===== config.mk =====
export PLATFORM = sky130hd
export DESIGN_NAME = csa8_flat
export DESIGN_NICKNAME = d
export VERILOG_FILES = /design/src/rtl/csa8_if.sv /design/src/rtl/csa8.sv /design/src/flat_wrapper.sv
export SDC_FILE = /design/constraint.sdc
export NUM_CORES = 1
export LEC_CHECK = 0
export ABC_AREA = 1
export CAP_MARGIN = 20
export CORE_UTILIZATION = 32
export CTS_BUF_LIST = sky130_fd_sc_hd__clkbuf_8
export CTS_CLUSTER_DIAMETER = 50
export CTS_CLUSTER_SIZE = 30
export DETAILED_ROUTE_END_ITERATION = 7
export PLACE_DENSITY = 0.78
export RECOVER_POWER = 100
export SETUP_SLACK_MARGIN = 0.3
export SYNTH_ARGS = -nofsm -noshare
export SYNTH_HDL_FRONTEND = slang
export SYNTH_SLANG_ARGS = --single-unit

===== constraint.sdc =====
create_clock -name clk -period 4.44 [get_ports clk]
set_input_delay 1.332 -clock clk [delete_from_list [all_inputs] [get_ports clk]]
set_output_delay 1.332 -clock clk [all_outputs]
set_load 0.1 [all_outputs]

===== src/rtl/csa8_if.sv =====
// Operand/result pin bundle for the carry-select adder (TinyTapeout-style pins).
interface csa8_if;
  logic        ena;
  logic [15:0] ui_in;
  logic [11:0] uo_out;
  logic [7:0]  uio_in;
  logic [7:0]  uio_out;
  logic [7:0]  uio_oe;

  modport master (output ena, ui_in, uio_in, input uo_out, uio_out, uio_oe);
  modport slave  (input ena, ui_in, uio_in, output uo_out, uio_out, uio_oe);
endinterface


===== src/rtl/csa8.sv =====
// 8-bit carry-select adder: 4-bit ripple low nibble, dual precomputed upper
// nibbles selected by the nibble carry, result registered once.
module csa8_fa (
  input  logic x,
  input  logic y,
  input  logic c,
  output logic s,
  output logic co
);
  assign s  = x ^ y ^ c;
  assign co = (x & y) | (c & (x ^ y));
endmodule

module csa8_rca4 (
  input  logic [3:0] x,
  input  logic [3:0] y,
  input  logic       cin,
  output logic [3:0] s,
  output logic       cout
);
  logic [4:0] c;
  assign c[0] = cin;
  for (genvar i = 0; i < 4; i++) begin : g_fa
    csa8_fa u_fa (.x(x[i]), .y(y[i]), .c(c[i]), .s(s[i]), .co(c[i+1]));
  end
  assign cout = c[4];
endmodule

module csa8 (
  input  logic    clk,
  input  logic    rst_n,
  csa8_if.slave   bus
);
  logic [7:0] a, b;
  logic [3:0] s_lo, s_hi0, s_hi1;
  logic       c4, c8_0, c8_1;
  logic [7:0] sum_d, sum_q;
  logic       cout_d, cout_q;

  assign a = bus.ui_in[7:0];
  assign b = bus.ui_in[15:8];

  csa8_rca4 u_lo  (.x(a[3:0]), .y(b[3:0]), .cin(1'b0), .s(s_lo),  .cout(c4));
  csa8_rca4 u_hi0 (.x(a[7:4]), .y(b[7:4]), .cin(1'b0), .s(s_hi0), .cout(c8_0));
  csa8_rca4 u_hi1 (.x(a[7:4]), .y(b[7:4]), .cin(1'b1), .s(s_hi1), .cout(c8_1));

  always_comb begin
    sum_d  = {c4 ? s_hi1 : s_hi0, s_lo};
    cout_d = c4 ? c8_1 : c8_0;
  end

  // rst_n is active-high despite its name (template pin kept)
  always_ff @(posedge clk) begin
    if (rst_n) begin
      sum_q  <= '0;
      cout_q <= 1'b0;
    end else begin
      sum_q  <= sum_d;
      cout_q <= cout_d;
    end
  end

  assign bus.uo_out  = {3'b000, cout_q, sum_q};
  assign bus.uio_out = '0;
  assign bus.uio_oe  = '0;

  logic unused_inputs;
  assign unused_inputs = &{1'b0, bus.ena, bus.uio_in};
endmodule


===== src/flat_wrapper.sv =====
// flat-port wrapper written by rule: the top's interface ports become plain ports
module csa8_flat 
  (clk, rst_n, bus_ena, bus_ui_in, bus_uio_in, bus_uo_out, bus_uio_out, bus_uio_oe);
  csa8_if bus_i ();
  input  logic clk;
  input  logic rst_n;
  input wire logic [$bits(bus_i.ena)-1:0] bus_ena;
  input wire logic [$bits(bus_i.ui_in)-1:0] bus_ui_in;
  input wire logic [$bits(bus_i.uio_in)-1:0] bus_uio_in;
  output wire logic [$bits(bus_i.uo_out)-1:0] bus_uo_out;
  output wire logic [$bits(bus_i.uio_out)-1:0] bus_uio_out;
  output wire logic [$bits(bus_i.uio_oe)-1:0] bus_uio_oe;
  assign bus_i.ena = bus_ena;
  assign bus_i.ui_in = bus_ui_in;
  assign bus_i.uio_in = bus_uio_in;
  assign bus_uo_out = bus_i.uo_out;
  assign bus_uio_out = bus_i.uio_out;
  assign bus_uio_oe = bus_i.uio_oe;
  csa8 u_core (.clk(clk), .rst_n(rst_n), .bus(bus_i));
endmodule

==> results.md, run 1 <==
- Synth area leader: dfxtp_1
- Top-count cell post-synth: buf_4
- YS warnings: 0
- First-pass GRT wire length: 1.32 mm
- Crit path from: bus_ui_in[1]
- Dpl cells: 118
- Gr usage total: 0.0887
- DR iter-0 viols: 0
- Post-route insts no fill: 123
- Slew Limit Fails: 0
- Compound-Gate Fraction of Synth Area: 0.00810
- Post-Synthesis Cell Area: 618 sq um
- Switching pwr: 0.194 mW
- WP data required: 4.60 ns
- FF/Latch Area: 180 sq um
- Die W: 46.0 um
- Worst hold start: bus_ui_in[9]
- Startpoint types: primary input
- DP HPWL: 815 um
- Seq/Total Area, Yosys: 0.291
- Worst slew margin: 0.337
- Worst hold slack: 1.54 ns
- Final Hold Viols: 0
- Pwr Density: 423 nW/um^2
- Area grow syn2layout: 47.4%
- Mux cell area share after synthesis: 0
- Clock network fraction of total power: 0.231
- Post-Synth Simple-Gate Area: 0.0870
- Vias in the first global route: 354
- Maxcap violations: 0
- Hold Crit Class: primary input to flip-flop
- F_max: 241 MHz
- CTS tree: yes
- Vias after detailed routing: 438
- Primary FF master, synth: dfxtp_1
- Initial Util: 0.350
- Via density: 3.56
- PortBufs: 26
- Routed Antenna Nets: 0
- Critical path class: primary input to flip-flop
- Layout cells sized above 1: 0.173
- DR pass1 iterations: 1
- Tot Pwr: 0.385 mW
- Share of the synthesized area in the top cell type: 0.291
- Pin count of the biggest net entering global routing: 10
- Top cells by area, synth: dfxtp_1, buf_4, fa_1
- Xor-xnor portion of the synthesized cell area: 0
- Status: finished, final reports clean
- RSZ-0062 raised after global routing: false
- Max FO, Critical Path: 2
- Combinational power share: 0.531
- CORE AREA: 1760 sq um
- I/O pin cnt: 55
- Worst VDD drop: 176 uV
- Part of the cycle the worst path needs: 0.934
- Seq cells post-synth: 9
- Longest Clk Path Bufs: 2
- Layout Nets: 135
- Die Height: 46.0 um
- # hold bufs at CTS: 0
- Synth cell types: 13
- Post-synthesis adder-cell area fraction: 0.255
- Setup TNS: 0 ns
- Fillers: 167
- Tightest Pin Transition: 0.992 ns
- Routability cong.: 0.642
- Drt wl/cell: 7.70 um
- Final setup fails: 0
- Gr ovfl total: 0
- Post-synth ARST share: 0
- Inserted Clock Buffers: 3
- Syn avg cell area: 8.96 sq um
- Ant diodes: 0
- Die area: 2110 sq um
- DR DRC count: 0
- Clk slew on worst S/H paths: 0.04 ns
- Crit path DAT: 4.31 ns
- Core Rows: 15
- Flop pwr share: 0.239
- Crit end category: flip-flop
- Minimum clock period: 4.15 ns
- Final WL: 947 um
- Sink Count: 9
- Pint: 0.191 mW
- Net Sw Frac: 0.504
- Post-Synthesis Cells: 69
- Multi-input logic area: 319 sq um
- Final Worst Setup Slack: 0.292 ns
- Placement Setup Slack: -0.107 ns
- EDFF count, synth: 0
- Leakage: 0.480 nW
- Combinational family with the most area after synthesis: buffers and inverters
- # H-tree levels: 1
- Initial antenna violation count: 0
- Root Driver: clkbuf_8
- Top cells by count, synth: buf_4, inv_1, dfxtp_1, nor2_1, fa_1
## state kept, by name, summed over array words and instances, names as in the netlist
| name | flops |
|---|---|
| u_core.cout_q | 1 |
| u_core.sum_q | 8 |
## cells by family after synthesis
group                    count (synthesis)
buffers and inverters                   36
AND/OR/NAND/NOR                         13
adder cells (fa/ha/maj)                  9
flip-flops                               9
AO/OA/AOI/OAI                            1
other                                    1
## worst max-delay path, stage by stage
cell	delay, ns
dlygate4sd3_1	0.55
fa_1	0.40
fa_2	0.37
inv_2	0.06
fa_2	0.23
o21ai_4	0.08
fa_2	0.36
fa_2	0.36
inv_2	0.06
fa_1	0.41
nor2_1	0.09
## per-stage QoR
| step | utilization | cell area, sq um |
|---|---|---|
| after CTS | 0.516 | 911 |
| final | 0.516 | 911 |
| after global routing | 0.516 | 911 |
| after global placement | 0.467 | 823 |
| after detailed placement | 0.467 | 823 |
| after floorplan | - | 686 |
## layer usage
metal,track usage,vias to the layer above,wire (um)
li1,-,211,-
met1,0.0767,189,282
met2,0.189,38,514
met3,0.0278,0,151
met4,0.0176,0,0
met5,0,-,0
## what timing repair did
item,CTS,global route
pin swaps,8,2
cloned,0,0
gates resized for setup,16,1
endpoints found under the setup margin,1,1
buffers inserted,1,0
## final timing paths
check	end	slack, ns	cells past startpoint
max	u_core.sum_q[7]$_SDFF_PP0_	0.29	11
min	u_core.sum_q[1]$_SDFF_PP0_	1.54	4
## power by group through the flow
stage	combinational, mW	sequential [mW]	clock (mW)
6_report	0.204	0.0920	0.0888
5_1_grt	0.214	0.0928	0.0933
4_1_cts	0.209	0.0926	0.0913
3_5_place_dp	0.201	0.0940	0
3_3_place_gp	0.198	0.0938	0
2_1_floorplan	0.112	0.157	0
## cells in the final DEF, fill, tap and decap left out
master           count
conb_1              19
inv_1               13
clkdlybuf4s50_1     12
dlygate4sd3_1       11
nor2_1               9
dfxtp_1              9
fa_2                 4
inv_2                3
clkbuf_8             3
fa_1                 2
ha_1                 2
dlygate4sd2_1        2
nand2_1              1
nand2_2              1
nor2_2               1
nand2_4              1
o21ai_4              1
ha_2                 1
dlymetal6s2s_1       1
buf_6                1
buf_4                1
## cell type report
type                       count  area share
multi-input combinational     42       0.350
timing repair buffer          28       0.306
sequential                     9       0.198
inverter                      15      0.0618
clock buffer                   3      0.0453
tap                           25      0.0343
clock inverter                 1     0.00412
(Power assumes the default switching activity.)
==> inputs of run 2 (changes only) <==
CORE_MARGIN = 2   (was unset)
CORE_UTILIZATION = 30   (was 32)
CTS_BUF_LIST = unset   (was sky130_fd_sc_hd__clkbuf_8)
PLACE_DENSITY = 0.74   (was 0.78)
==> run 2 against run 1 <==
Worst setup slack improved by 0.0099 ns. Via count fell by 0.68%. Critical endpoint unchanged. Worst hold slack got worse by 0.093 ns. Fmax rose by 0.24%. Critical path depth rose by 2.
==> results.md, run 2 (same netlist as run 1, synthesis figures left out) <==
- PortBufs: 26 (unchanged)
- Slew Limit Fails: 0 (unchanged)
- RSZ-0062 raised after global routing: false (unchanged)
- DR iter-0 viols: 7 (was 0)
- CTS tree: yes (unchanged)
- Initial antenna violation count: 0 (unchanged)
- Tightest Pin Transition: 0.985 ns (was 0.992 ns)
- Largest Register: u_core.sum_q (unchanged)
- Inserted Clock Buffers: 3 (unchanged)
- DR DRC count: 0 (unchanged)
- Sink Count: 9 (unchanged)
- Critical path's slowest cell: dlygate4sd3_1 (unchanged)
- Area grow syn2layout: 42.5% (was 47.4%)
- Crit path DAT: 4.33 ns (was 4.31 ns)
- Die W: 49.4 um (was 46.0 um)
- Gr usage total: 0.0863 (was 0.0887)
- Buf/Inv on CP: 4 (was 3)
- Status: finished, final reports clean (unchanged)
- Hold Crit Class: primary input to flip-flop (unchanged)
- Gr ovfl total: 0 (unchanged)
- DP HPWL: 868 um (was 815 um)
- Die Height: 49.4 um (was 46.0 um)
- Initial Util: 0.315 (was 0.350)
- Worst hold slack: 1.45 ns (was 1.54 ns)
- Largest registers: u_core.sum_q x8, u_core.cout_q x1 (unchanged)
- Pwr Density: 400 nW/um^2 (was 423 nW/um^2)
- Clk slew on worst S/H paths: 0.06 ns (was 0.04 ns)
- CORE AREA: 1960 sq um (was 1760 sq um)
- Critical path class: primary input to flip-flop (unchanged)
- Routability cong.: 0.643 (was 0.642)
- Longest Clk Path Bufs: 2 (unchanged)
- Most frequent cells in the layout: conb_1, clkdlybuf4s50_1, inv_1, dlygate4sd3_1 (was conb_1, inv_1, clkdlybuf4s50_1, dlygate4sd3_1)
- Vias in the first global route: 401 (was 354)
- Max FFs per register: 8 (unchanged)
- F_max: 242 MHz (was 241 MHz)
- Worst VDD drop: 173 uV (was 176 uV)
- Most common cell after layout, fill and taps aside: conb_1 (unchanged)
- First-pass GRT wire length: 1.59 mm (was 1.32 mm)
- Layout Nets: 135 (unchanged)
- Drt wl/cell: 7.78 um (was 7.70 um)
- Via density: 3.48 (was 3.56)
- Maxcap violations: 0 (unchanged)
- Max FO, Critical Path: 2 (unchanged)
- Pin count of the biggest net entering global routing: 10 (unchanged)
- Critical path cell sequence: dlygate4sd3_1 > fa_2 > fa_2 > inv_2 > fa_1 > clkbuf_1 > nand2_2 > o21ai_2 > fa_2 > fa_2 > inv_2 > fa_1 > nor2_1 (was dlygate4sd3_1 > fa_1 > fa_2 > inv_2 > fa_2 > o21ai_4 > fa_2 > fa_2 > inv_2 > fa_1 > nor2_1)
- Slowest stage delay, CP: 0.57 ns (was 0.55 ns)
- Core Rows: 16 (was 15)
- Vias after detailed routing: 435 (was 438)
- Final Worst Setup Slack: 0.302 ns (was 0.292 ns)
- Layout cells sized above 1: 0.173 (unchanged)
- Crit end category: flip-flop (unchanged)
- Most used cell, CP: fa_2 (unchanged)
- Fillers: 201 (was 167)
- I/O pin cnt: 55 (unchanged)
- Worst slew margin: 0.341 (was 0.337)
- Fin util: 0.449 (was 0.516)
- Crit path max-delay family: adder cells (unchanged)
- # H-tree levels: 1 (unchanged)
- Root Driver: clkbuf_4 (was clkbuf_8)
- Leakage: 0.465 nW (was 0.480 nW)
- DR pass1 iterations: 2 (was 1)
- Minimum clock period: 4.14 ns (was 4.15 ns)
- Placement Setup Slack: -0.0682 ns (was -0.107 ns)
- Final WL: 973 um (was 947 um)
- Final Hold Viols: 0 (unchanged)
- Startpoint types: primary input (unchanged)
- Ant diodes: 0 (unchanged)
- Dpl cells: 120 (was 118)
- Post-route insts no fill: 125 (was 123)
- WP data required: 4.63 ns (was 4.60 ns)
- Die area: 2440 sq um (was 2110 sq um)
- Final setup fails: 0 (unchanged)
- Routed Antenna Nets: 0 (unchanged)
- Part of the cycle the worst path needs: 0.932 (was 0.934)
[run 2: final timing paths]
kind	start	to	slack, ns	depth (start not counted)
worst min-delay path	bus_ui_in[0]	u_core.sum_q[0]$_SDFF_PP0_	1.45	4
worst max-delay path	bus_ui_in[1]	u_core.sum_q[7]$_SDFF_PP0_	0.30	13
[run 2: what timing repair did]
| item | 4_1_cts | 5_1_grt |
|---|---|---|
| gates resized for setup | 4 | 10 |
| setup buffers | 0 | 1 |
| pin swaps | 0 | 7 |
| hold buffers | 0 | 0 |
| setup endpoints to repair | 1 | 1 |
[run 2: cell type report]
| class | instances | area [sq um] | share of cell area |
|---|---|---|---|
| multi-input cells | 42 | 307 | 0.348 |
| repair buffers | 28 | 277 | 0.314 |
| flip-flops and latches | 9 | 180 | 0.205 |
| inverters | 15 | 56.3 | 0.0639 |
| well taps | 27 | 33.8 | 0.0384 |
| clock buffers | 3 | 22.5 | 0.0256 |
| clock inverters | 1 | 5.00 | 0.00568 |
[run 2: metal layers]
layer | GRT usage | routed length (um)
met1 | 0.0876 | 329
met5 | 0 | 0
met3 | 0.0368 | 160
met4 | 0.0556 | 6
met2 | 0.144 | 477
[run 2: worst min-delay path, cell delays in order]
cell and delay [ns]:
dlymetal6s2s_1 0.09, ha_2 0.14, inv_1 0.03, nor2_1 0.07
[run 2: metrics by stage]
stage / power (mW) / instance area [sq um] / setup TNS [ns]
2_1_floorplan: 0.269 / 686 / 0
3_3_place_gp: 0.293 / 826 / -0.0295
3_5_place_dp: 0.295 / 826 / -0.0682
4_1_cts: 0.357 / 861 / 0
5_1_grt: 0.368 / 881 / 0
6_report: 0.352 / 881 / 0
[run 2: where the power goes]
part           internal [mW]  switching (mW)  leakage (nW)
combinational         0.0384           0.162         0.372
sequential            0.0901         0.00163        0.0750
clock                 0.0331          0.0269        0.0177
total                  0.162           0.191         0.465
==> inputs of run 3 (changes only) <==
HOLD_SLACK_MARGIN = 0.02   (was unset)
==> results of run 3 <==
The final DEF is identical to that of run 2; final timing and power are the same.
